### config.mk
export PLATFORM = sky130hd
export DESIGN_NAME = read_port_arbiter
export DESIGN_NICKNAME = d
export VERILOG_FILES = /design/src/rtl/read_port_arbiter.sv
export SDC_FILE = /design/constraint.sdc
export NUM_CORES = 1
export LEC_CHECK = 0
export ABC_CLOCK_PERIOD_IN_PS = 2150
export CAP_MARGIN = 25
export CORE_MARGIN = 1.5
export CORE_UTILIZATION = 33
export CTS_BUF_LIST = sky130_fd_sc_hd__clkbuf_8
export DETAILED_ROUTE_END_ITERATION = 6
export PLACE_DENSITY = 0.81
export SLEW_MARGIN = 20
export SYNTH_ARGS = -nofsm -noshare
export SYNTH_HDL_FRONTEND = slang
export SYNTH_SLANG_ARGS = --single-unit
### constraint.sdc
create_clock -name clock -period 2.15 [get_ports clock]
set_clock_uncertainty 0.15 [all_clocks]
set_input_delay 0.43 -clock clock [delete_from_list [all_inputs] [get_ports clock]]
set_output_delay 0.43 -clock clock [all_outputs]
set_load 0.03 [all_outputs]
### src/rtl/read_port_arbiter.sv
// read_port_arbiter
// Shares one fixed-latency synchronous read port among NUM_REQ requesters.
// A round-robin pointer picks one requester per cycle. A tag pipeline matched
// to the memory latency routes each returned word back to the requester that
// issued the read. A return that disagrees with the tag pipeline sets a
// sticky error flag and is dropped.
// Optional feature: define READ_ARB_BURST_LOCK_EN to add the reqLock input and
// a ROTATE/LOCKED FSM that lets one requester hold the port for up to
// MAX_BURST consecutive grants.

module read_port_arbiter #(
    parameter int NUM_REQ      = 4,
    parameter int ADDR_WIDTH   = 10,
    parameter int DATA_WIDTH   = 32,
    parameter int READ_LATENCY = 1,
    parameter int MAX_BURST    = 8
) (
    input  logic                          clock,
    input  logic                          reset,
    input  logic [NUM_REQ-1:0]            reqValid,
    input  logic [NUM_REQ*ADDR_WIDTH-1:0] reqAddr,
`ifdef READ_ARB_BURST_LOCK_EN
    input  logic [NUM_REQ-1:0]            reqLock,
`endif
    output logic [NUM_REQ-1:0]            reqReady,
    output logic                          memReadEnable,
    output logic [ADDR_WIDTH-1:0]         memAddr,
    input  logic                          memReadValid,
    input  logic [DATA_WIDTH-1:0]         memReadData,
    output logic [NUM_REQ-1:0]            rspValid,
    output logic [DATA_WIDTH-1:0]         rspData,
    output logic                          errorFlag
);

    localparam int IDX_W = $clog2(NUM_REQ);
    typedef logic [IDX_W-1:0] idx_t;

    // Reject parameter values the design is not built for.
    if (NUM_REQ < 2 || NUM_REQ > 8 || READ_LATENCY < 1 || READ_LATENCY > 4 || MAX_BURST < 1) begin : g_param_check
        $error("read_port_arbiter: parameter out of supported range");
    end

    idx_t last_q;
    logic rr_any;
    idx_t rr_idx;
    logic grant_any;
    idx_t grant_idx;

    // Round-robin search: first valid requester starting one past the last grant.
    always_comb begin
        int   j;
        idx_t cand;
        // NOTE: every combinational output gets a default before any branch, so no path leaves it unassigned and no latch is inferred.
        rr_any = 1'b0;
        rr_idx = last_q;
        j      = 0;
        cand   = '0;
        for (int k = 1; k <= NUM_REQ; k++) begin
            j = int'(last_q) + k;
            if (j >= NUM_REQ) j = j - NUM_REQ;
            cand = idx_t'(j);
            if (!rr_any && reqValid[cand]) begin
                rr_any = 1'b1;
                rr_idx = cand;
            end
        end
    end

`ifdef READ_ARB_BURST_LOCK_EN
    localparam int CNT_W = $clog2(MAX_BURST + 1);
    typedef enum logic {ROTATE, LOCKED} lock_state_t;

    lock_state_t      state_q, state_d;
    logic [CNT_W-1:0] burst_q, burst_d;
    logic             hold;

    // Lock FSM next state: the locked requester (always last_q) keeps the
    // port while it still wants it and the burst budget is not spent;
    // otherwise arbitrate round-robin and possibly lock onto the new winner.
    always_comb begin
        hold      = (state_q == LOCKED) && reqValid[last_q] && reqLock[last_q]
                    && (burst_q < CNT_W'(MAX_BURST));
        state_d   = state_q;
        burst_d   = burst_q;
        grant_any = 1'b0;
        grant_idx = rr_idx;
        if (hold) begin
            grant_any = 1'b1;
            grant_idx = last_q;
            burst_d   = burst_q + 1'b1;
        end else begin
            grant_any = rr_any;
            grant_idx = rr_idx;
            state_d   = ROTATE;
            burst_d   = '0;
            if (rr_any && reqLock[rr_idx]) begin
                state_d = LOCKED;
                burst_d = CNT_W'(1);
            end
        end
        // No grants while reset is asserted.
        if (!reset) grant_any = 1'b0;
    end

    // Lock FSM state register.
    always_ff @(posedge clock) begin
        if (!reset) begin
            state_q <= ROTATE;
            burst_q <= '0;
        end else begin
            state_q <= state_d;
            burst_q <= burst_d;
        end
    end
`else
    // Pure round-robin grant, suppressed while reset is asserted (active low).
    always_comb begin
        grant_any = rr_any & reset;
        grant_idx = rr_idx;
    end
`endif

    // Drive the one-hot grant and the memory read port from the winner.
    always_comb begin
        reqReady      = '0;
        memAddr       = '0;
        memReadEnable = grant_any;
        if (grant_any) begin
            reqReady[grant_idx] = 1'b1;
            memAddr             = reqAddr[grant_idx*ADDR_WIDTH +: ADDR_WIDTH];
        end
    end

    // Priority pointer: remembers the most recent grant.
    always_ff @(posedge clock) begin
        // NOTE: sequential state uses non-blocking assignment so every register samples pre-edge values regardless of block order.
        if (!reset)         last_q <= idx_t'(NUM_REQ - 1);
        else if (grant_any) last_q <= grant_idx;
    end

    logic tag_valid_q [READ_LATENCY];
    idx_t tag_idx_q   [READ_LATENCY];
    logic head_valid;
    idx_t head_idx;

    assign head_valid = tag_valid_q[READ_LATENCY-1];
    assign head_idx   = tag_idx_q[READ_LATENCY-1];

    // Tag pipeline valid bits: cleared on reset so in-flight reads are forgotten.
    always_ff @(posedge clock) begin
        if (!reset) begin
            for (int s = 0; s < READ_LATENCY; s++) tag_valid_q[s] <= 1'b0;
        end else begin
            tag_valid_q[0] <= grant_any;
            for (int s = 1; s < READ_LATENCY; s++) tag_valid_q[s] <= tag_valid_q[s-1];
        end
    end

    // Tag pipeline indices: shift alongside the valid bits.
    always_ff @(posedge clock) begin
        // NOTE: index stages carry no reset; they are ignored whenever their valid bit is low.
        tag_idx_q[0] <= grant_idx;
        for (int s = 1; s < READ_LATENCY; s++) tag_idx_q[s] <= tag_idx_q[s-1];
    end

    // Response register and sticky mismatch detection.
    always_ff @(posedge clock) begin
        if (!reset) begin
            rspValid  <= '0;
            rspData   <= '0;
            errorFlag <= 1'b0;
        end else begin
            rspValid <= '0;
            if (head_valid && memReadValid) begin
                rspValid[head_idx] <= 1'b1;
                rspData            <= memReadData;
            end
            if (head_valid != memReadValid) errorFlag <= 1'b1;
        end
    end

endmodule

* Word-level counts from Yosys, hierarchy flattened
Memories as Yosys holds them, arrays and structs flattened.
Index checks and enable logic that the tools add are counted.
** Storage, ports and cells
- Logic and storage cells :: 71
- Flip-flop bits (word level) :: 39
- Memories :: 2
- Bits of input ports :: 79
- Bits in writable memories :: 3
- Output and inout bits :: 52
** Cells by class
- Add/subtract/negate cells :: 8
- Bitwise gates (word level) :: 1
- Shift-type cells :: 1
- Reductions and logical operators :: 11
- Magnitude comparators :: 12
- Multiply operators :: 1
- Equal/unequal tests :: 1
- Multiplexer cells :: 30
** Memories
- tag_idx_q :: words 1, width 2, rd ports 1, clocked after memory_dff 0, wr ports 1, RTL line 142 : idx_t tag_idx_q [READ_LATENCY];
- tag_valid_q :: words 1, width 1, rd ports 1, clocked after memory_dff 0, wr ports 1, RTL line 141 : logic tag_valid_q [READ_LATENCY];
** Operators by type and width (count)
- 40-bit by 7-bit indexed part select with 10-bit output :: 1
- 2-bit by 3-bit less-than comparator with 1-bit output, second input constant :: 6
- 2-bit two-way mux :: 8
- 1-bit two-way mux :: 14
- 10-bit two-way mux :: 1
- 3-bit greater-or-equal comparator, second input constant :: 3
- 1-bit binary-select mux with 2-bit select :: 4
- 2-bit by 1-bit subtractor with 2-bit output, second input constant :: 4
- 2-bit by 2-bit adder with 3-bit output, second input constant :: 2
- 1-bit logical AND :: 6
- 2-bit by 3-bit multiplier with 5-bit output, second input constant :: 1
- 2-bit by 3-bit adder with 4-bit output, second input constant :: 1
- 1-bit demux with 2-bit select :: 2
- 2-bit by 1-bit greater-or-equal comparator with 1-bit output, second input constant :: 2
- 4-bit by 3-bit greater-or-equal comparator with 1-bit output, second input constant :: 1
- 4-bit two-way mux :: 1
- 2-bit by 1-bit adder with 3-bit output, second input constant :: 1
- 1-bit zero test :: 3
- 2-bit AND reduction :: 1
- 1-bit AND :: 1
- 1-bit != test :: 1
- 1-bit OR reduction :: 1

* Logic depth before layout (Yosys ltp)
Gate-level depths: netlist of the first run.
- Depth after elaboration :: 20
- Mapped depth :: 7
- Depth with buffers taken out :: 6

* Worst setup path before layout of the first run
No wires, ideal clock.
- Kind :: input port to output port
- Start point :: input port reqValid[3]
- End point :: output port memAddr[0]
- Data required time :: 1.570 ns
- Path slack :: -0.354 ns
- Path buffers :: 1
- Arrival time :: 1.924 ns
- Stages :: 6
- Path through :: nor2b_1 > a21o_1 > a221oi_4 > buf_6 > mux2i_1 > o22ai_1
** Between the ends
- Cells in the longest elaborated chain, start to end :: 15
- Elaborated cells between the ends (all ways) :: 26
- Classes of those cells :: mul: 1; shift: 1; mux: 17; bitwise: 1; reduce/logical: 6
** Ends and longest elaborated chain
- from (decl) :: RTL line 20 : input logic [NUM_REQ-1:0] reqValid,
- 1-bit binary-select mux with 2-bit select :: RTL line 62 : if (!rr_any && reqValid[cand]) begin
- 1-bit two-way mux (not written as such) :: RTL line 62
- 1-bit two-way mux :: RTL line 62
- 1-bit zero test :: RTL line 62
- 1-bit logical AND :: RTL line 62
- 1-bit two-way mux :: RTL line 62
- 1-bit zero test :: RTL line 62
- 1-bit logical AND :: RTL line 62
- 1-bit two-way mux :: RTL line 62
- 1-bit zero test :: RTL line 62
- 1-bit logical AND :: RTL line 62
- 2-bit two-way mux :: RTL line 62
- 2-bit by 3-bit multiplier with 5-bit output :: RTL line 130 : memAddr = reqAddr[grant_idx*ADDR_WIDTH +: ADDR_WIDTH];
- 40-bit by 7-bit indexed part select with 10-bit output :: RTL line 130
- 10-bit two-way mux * :: RTL line 128 : if (grant_any) begin
- to (decl) :: RTL line 27 : output logic [ADDR_WIDTH-1:0] memAddr,
Every way passes the cells marked *; elsewhere a longest branch is shown, timed or not. The select of a mux whose other input is x is not followed.

* Final worst setup path of the first run
- Start point :: register last_q[0]
- End point :: output port memAddr[1]
** Between the ends
- Cells in the longest elaborated chain, start to end :: 18
- Elaborated cells between the ends (all ways) :: 42
- Classes of those cells :: add/sub: 8; mul: 1; order compare: 4; shift: 1; mux: 21; bitwise: 1; reduce/logical: 6
** Ends and longest elaborated chain
- from (decl) :: RTL line 43 : idx_t last_q;
- from (signal assigned) :: RTL line 137 : if (!reset) last_q <= idx_t'(NUM_REQ - 1);
- from (signal assigned) :: RTL line 138 : else if (grant_any) last_q <= grant_idx;
- 2-bit by 1-bit adder with 3-bit output :: RTL line 59 : j = int'(last_q) + k;
- 3-bit greater-or-equal comparator / 2-bit by 1-bit subtractor with 2-bit output (equally long branches) :: RTL line 60 : if (j >= NUM_REQ) j = j - NUM_REQ;
- 2-bit two-way mux :: RTL line 60
- 1-bit binary-select mux with 2-bit select :: RTL line 62
- 1-bit two-way mux (not written as such) :: RTL line 62
- 1-bit two-way mux :: RTL line 62
- 1-bit zero test :: RTL line 62
- 1-bit logical AND :: RTL line 62
- [2 not listed]
- 1-bit logical AND :: RTL line 62
- 1-bit two-way mux :: RTL line 62
- 1-bit zero test :: RTL line 62
- 1-bit logical AND :: RTL line 62
- 2-bit two-way mux :: RTL line 62
- 2-bit by 3-bit multiplier with 5-bit output :: RTL line 130
- 40-bit by 7-bit indexed part select with 10-bit output :: RTL line 130
- 10-bit two-way mux * :: RTL line 128
Marked as above.

==> flow_summary.yaml, run 1 <==
run_status:
  status: "finished, violations left"
  violations: "negative setup slack"
critical_path:
  max_stage_delay_ns: 0.37
  crit_path_max_fanout: 6
  startpoint_type: "register"
  cp_data_required_time_ns: 1.57
  worstPathCellList: "nor2b_4, a21o_1, a221oi_4, buf_12, buf_12, mux2i_2, o22ai_2, buf_6"
  crit_top_cell: "buf_12"
  critPathKind: "register to output pin"
  worstPathArrival_ns: 1.94
  critPathCaptureType: "output pin"
  crit_family: "compound AO/OA/AOI/OAI gates"
  slowest_stage: "dfxtp_4"
  critical_path_buf_inv_count: 3
power_and_ir_drop:
  clockPowerShare: 0.248
  power.leakage_nw: 1.46
  vdd_drop_max_uv: 408
  internal-power_mw: 1.69
  combPwrFrac: 0.394
  power.switching_mw: 0.691
  seqPwrFrac: 0.358
  pwr_density_cell_nw_per_um2: 629
  p_sw_frac: 0.291
final_layout:
  antenna_cells: 0
  area_growth_pct: 100
  postLayoutCoreUtil: 0.687
  fillCellCount: 407
  drive_above_1_share: 0.243
  fin_area_um2: 3780
  num-nets-final: 404
timing:
  worst_slew_pin_slew_ns: 0.342
  worst_slack_ns: -0.373
  maxSlewHeadroom: 0.771
  hold_viol: 0
  finalSetupViolCount: 14
  fin_crit_ns: 2.52
  fmax_ghz: 0.396
  hold_ws_ns: 0.302
  fin_crit_sh: 1.17
  rsz0062_at_grt: "yes"
  slew_violations: 0
synthesis:
  ys.flop_type: "dfxtp_1"
  synthTopCellsByCount: "mux2i_1, dfxtp_1, nor2b_1"
  synthTopCellsByArea: "dfxtp_1, mux2i_1, nor2b_1"
  synth_top_cell_area_share: 0.445
  ys_seq_elements: 42
  synth_area_per_cell_um2: 10.5
  seq_area_frac_synth: 0.445
  yosysWarnings: 0
  syn_nets: 260
  synth_most_common_cell: "mux2i_1"
  synth_edf_count: 0
  synth_top_cell_by_area: "dfxtp_1"
  synth_area_um2: 1890
  synthCells: 180
  async_flop_share: 0
  synth_cell_types: 23
detailed_routing:
  wl_mm: 5.51
  avgViaCountPerCell: 4.69
  drt_iter0_markers: 29
  postRouteAntennaNets: 0
  dr.pass1.iters: 5
  vias: 1861
  detail_route.wl_per_cell_um: 13.9
  drc: 0
placed_design:
  place_ws_ns: -0.671
  dpl.hpwl_mm: 3.81
  dpl-instance-area_um2: 3390
  gp_congestion: 0.751
  place.port_buffers: 130
clock_network:
  clock_path_buffers: 2
  clockRootBuffer: "clkbuf_8"
  clkLatencyLatePin_ns: 0.28
  cts_made_buffers: 5
  postCtsHoldBufs: 0
  cts_tree: "built"
  clock_sinks: 42
  clk_pin_slew_ns: 0.08
  htreeDepth: 2
job:
  max_cap_violations: 0
grt:
  grt_pass1_vias: 1878
  grt_use_total: 0.177
  grt_max_degree: 38
  grtUsageMet2: 0.329
  top_usage_layer: "met2"
  gr-usage-met3: 0.0651
  antenna_found_initial: 0
  met1_usage: 0.182
  grt_overflow: 0
  grt_first_pass_wirelength_mm: 8.65
floorplanning:
  ios: 131
  rows: 27
  die_width_um: 78.7
  die-height_um: 78.7
  dieArea_um2: 6190
  core_um2: 5510
  initial_utilization: 0.343
worst_hold_path:
  hp-class: "register to register"
[worst reg2reg max path: cells and delay by family, from the launching register on]
family | cells | cell delay (ns)
DFF | 1 | 0.37
and+or+nand+nor | 1 | 0.04
buffers and inverters | 6 | 0.63
AOI/OAI and AO/OA | 2 | 0.45
[placed cells by master (no fill, tap or decap), types with 5 or more instances in the layout]
master             n
clkdlybuf4s50_1  111
dfxtp_1           41
mux2i_1           39
nor2b_1           32
buf_6             17
o22ai_2           10
buf_4              9
mux2i_2            8
buf_12             7
inv_1              5
mux2i_4            5
clkbuf_8           5
[layer usage]
| layer | vias to the layer above | wire length, µm |
|---|---|---|
| met5 | - | 0 |
| met4 | 0 | 102 |
| met3 | 9 | 564 |
| met2 | 105 | 2700 |
| met1 | 840 | 2140 |
| li1 | 907 | - |
[flip-flops by register name, summed over array words and instances, names as in the netlist]
register	cells
rspData	32
rspValid	4
last_q	2
tag_idx_q	2
errorFlag	1
tag_valid_q	1
[cell families (layout without fill, tap and decap cells)]
logic type | after synthesis | in the layout | synth area share
AO/OA/AOI/OAI | 18 | 18 | 0.0788
adder cells (fa/ha/maj) | 1 | 1 | 0.00662
AND/OR/NAND/NOR | 51 | 51 | 0.150
multiplexers | 52 | 52 | 0.275
flip-flops | 42 | 42 | 0.445
buffers and inverters | 16 | 161 | 0.0437
[worst paths after layout]
check                     to  cells past startpoint  slack (ns)       startpoint
max               memAddr[1]                      8       -0.37        last_q[0]
min              rspValid[2]                      1        0.30  tag_idx_q[0][0]
max reg2reg  tag_idx_q[0][0]                      9        0.42        last_q[0]
min reg2reg      rspValid[2]                      1        0.30  tag_idx_q[0][0]
[area by class of cell]
class	count	area, µm²	share of cell area
clock buffer	5	68.8	0.0182
clock inverter	3	37.5	0.00992
inverter	4	17.5	0.00463
multi-input combinational	122	1170	0.308
sequential	42	845	0.223
tap	72	90.1	0.0238
timing repair buffer	149	1560	0.412
[power by group through the flow]
stage | Combinational, mW | Sequential (mW) | Clock [mW]
finish | 0.938 | 0.851 | 0.591
global route | 0.989 | 0.856 | 0.643
CTS | 0.922 | 0.850 | 0.610
detailed placement | 0.754 | 0.870 | 0
global placement | 0.746 | 0.867 | 0
floorplan | 0.356 | 0.933 | 0
[through the flow]
| stage | std cells | TNS, ns | power (mW) |
|---|---|---|---|
| after global routing | 397 | -5.43 | 2.49 |
| after CTS | 397 | -4.97 | 2.38 |
| after global placement | 379 | -8.08 | 1.61 |
| final | 397 | -4.45 | 2.38 |
| after detailed placement | 379 | -8.57 | 1.62 |
| after floorplan | 180 | -1.60 | 1.29 |
[what timing repair did]
action | CTS | global route
gates cloned | 3 | 0
pin swaps | 9 | 7
setup buffers | 7 | 3
resized for setup | 39 | 20
endpoints found under the setup margin | 15 | 14
(Power assumes the default switching activity.)
==> run 2, diff against run 1 <==
- MAX_ROUTING_LAYER: not set -> met4
- TNS_END_PERCENT: not set -> 20
==> run 2 against run 1 <==
Net effect:
- sequential power is essentially flat
- the run still ends with negative setup slack left
- highest routed layer unchanged
- critical path depth is the same
- hold slack lost 0.012 ns
- largest power group unchanged
- critical path type unchanged
==> flow_summary.yaml, run 2 (synthesis results as in run 1) <==
timing:
  worst_slack_ns: -0.377
  finalSetupViolCount: 14
  fin_crit_sh: 1.18
  slew_violations: 0
  hold_viol: 0
  fin_crit_ns: 2.53
  fmax_ghz: 0.396
  rsz0062_at_grt: "yes"
  worst_slew_pin_slew_ns: 0.346
  maxSlewHeadroom: 0.769
detailed_routing:
  vias: 1822
  wl_mm: 5.23
  met2_length_mm: 2.59
  detail_route.wl_per_cell_um: 13.3
  wl_met1_mm: 2.09
  drt_iter0_markers: 41
  dr.pass1.iters: 3
  postRouteAntennaNets: 0
  topRoutingLayerUsed: "met4"
  drc: 0
  avgViaCountPerCell: 4.64
  met3_length_um: 454
clock_network:
  postCtsHoldBufs: 0
  clk_pin_slew_ns: 0.08
  cts_tree: "built"
  cts_made_buffers: 5
  clock_sinks: 42
  htreeDepth: 2
  clock_path_buffers: 2
  clockRootBuffer: "clkbuf_8"
  clkLatencyLatePin_ns: 0.29
floorplanning:
  dieArea_um2: 6190
  die_width_um: 78.7
  rows: 27
  core_um2: 5510
  die-height_um: 78.7
  ios: 131
  initial_utilization: 0.343
final_layout:
  layout_commonest_cell: "clkdlybuf4s50_1"
  antenna_cells: 0
  top_regs: "rspData (32), rspValid (4)"
  area_growth_pct: 93.4
  drive_above_1_share: 0.227
  final_cell_mix: "clkdlybuf4s50_1, mux2i_1, dfxtp_1, nor2b_1, buf_4"
  top_register: "rspData"
  largest_reg_flops: 32
  num-nets-final: 400
  fillCellCount: 452
  fin_area_um2: 3650
grt:
  antenna_found_initial: 0
  grt_use_total: 0.173
  grt_pass1_vias: 1889
  grt_first_pass_wirelength_mm: 8.19
  grt_max_degree: 38
  grt_overflow: 0
placed_design:
  dpl-instance-area_um2: 3380
  place.port_buffers: 130
  gp_congestion: 0.723
  dpl.hpwl_mm: 3.70
power_and_ir_drop:
  power.leakage_nw: 1.41
  vdd_drop_max_uv: 362
  p_total_mw: 2.23
  pwr_density_cell_nw_per_um2: 610
critical_path:
  critPathKind: "register to output pin"
  worstPathArrival_ns: 1.95
  critPathCaptureType: "output pin"
  startpoint_type: "register"
  cp_data_required_time_ns: 1.57
  crit_path_max_fanout: 6
job:
  max_cap_violations: 0
run_status:
  violations: "negative setup slack"
  status: "finished, violations left"
worst_hold_path:
  hp-class: "register to register"
==> run 2: power by group <==
group	internal, mW	total, mW	leakage [nW]	switching, mW
Combinational	0.467	0.852	1.02	0.384
Clock	0.258	0.527	0.0472	0.269
Sequential	0.823	0.850	0.345	0.0270
==> run 2: metrics by stage <==
step	hold slack [ns]	TNS [ns]	setup WS, ns	util	std cells
after floorplan	0.264	-2.15	-0.183	-	180
after global placement	0.281	-7.95	-0.630	0.614	380
after detailed placement	0.280	-8.51	-0.672	0.614	380
after CTS	0.291	-4.91	-0.433	0.659	395
after global routing	0.318	-5.26	-0.466	0.664	393
final	0.290	-4.05	-0.377	0.664	393
==> run 2: worst paths after layout <==
check | endpoint | from | slack [ns] | cells past startpoint
max | memAddr[3] | last_q[0] | -0.38 | 8
min | rspValid[2] | tag_idx_q[0][0] | 0.29 | 1
max reg2reg | tag_idx_q[0][0] | last_q[0] | 0.70 | 5
min reg2reg | rspValid[2] | tag_idx_q[0][0] | 0.29 | 1
==> run 2: timing repair <==
action,4_1_cts,5_1_grt
cloned,2,0
pin swaps,11,6
setup buffers,5,1
endpoints found under the hold margin,0,0
setup endpoints to repair,15,14
resized for setup,30,22
==> run 2: layer usage <==
metal / global-route usage / up-vias
li1: - / 895
met1: 0.174 / 819
met2: 0.323 / 101
met3: 0.0360 / 7
met4: 0.0696 / 0
met5: - / -
==> run 2: area by class of cell <==
class	instances	area, µm²	area share
Inverter	4	15.0	0.00411
Sequential cell	42	845	0.231
Clock inverter	2	12.5	0.00342
Clock buffer	6	82.6	0.0226
Timing Repair Buffer	145	1470	0.402
Tap cell	72	90.1	0.0246
Multi-Input combinational cell	122	1140	0.312
==> run 2: critical path, stage by stage (launching register included) <==
cell      delay (ns)
dfxtp_4         0.37
nor2b_4         0.04
a21o_1          0.18
a221oi_4        0.28
buf_6           0.16
buf_12          0.12
mux2i_2         0.22
o22ai_2         0.13
buf_12          0.15
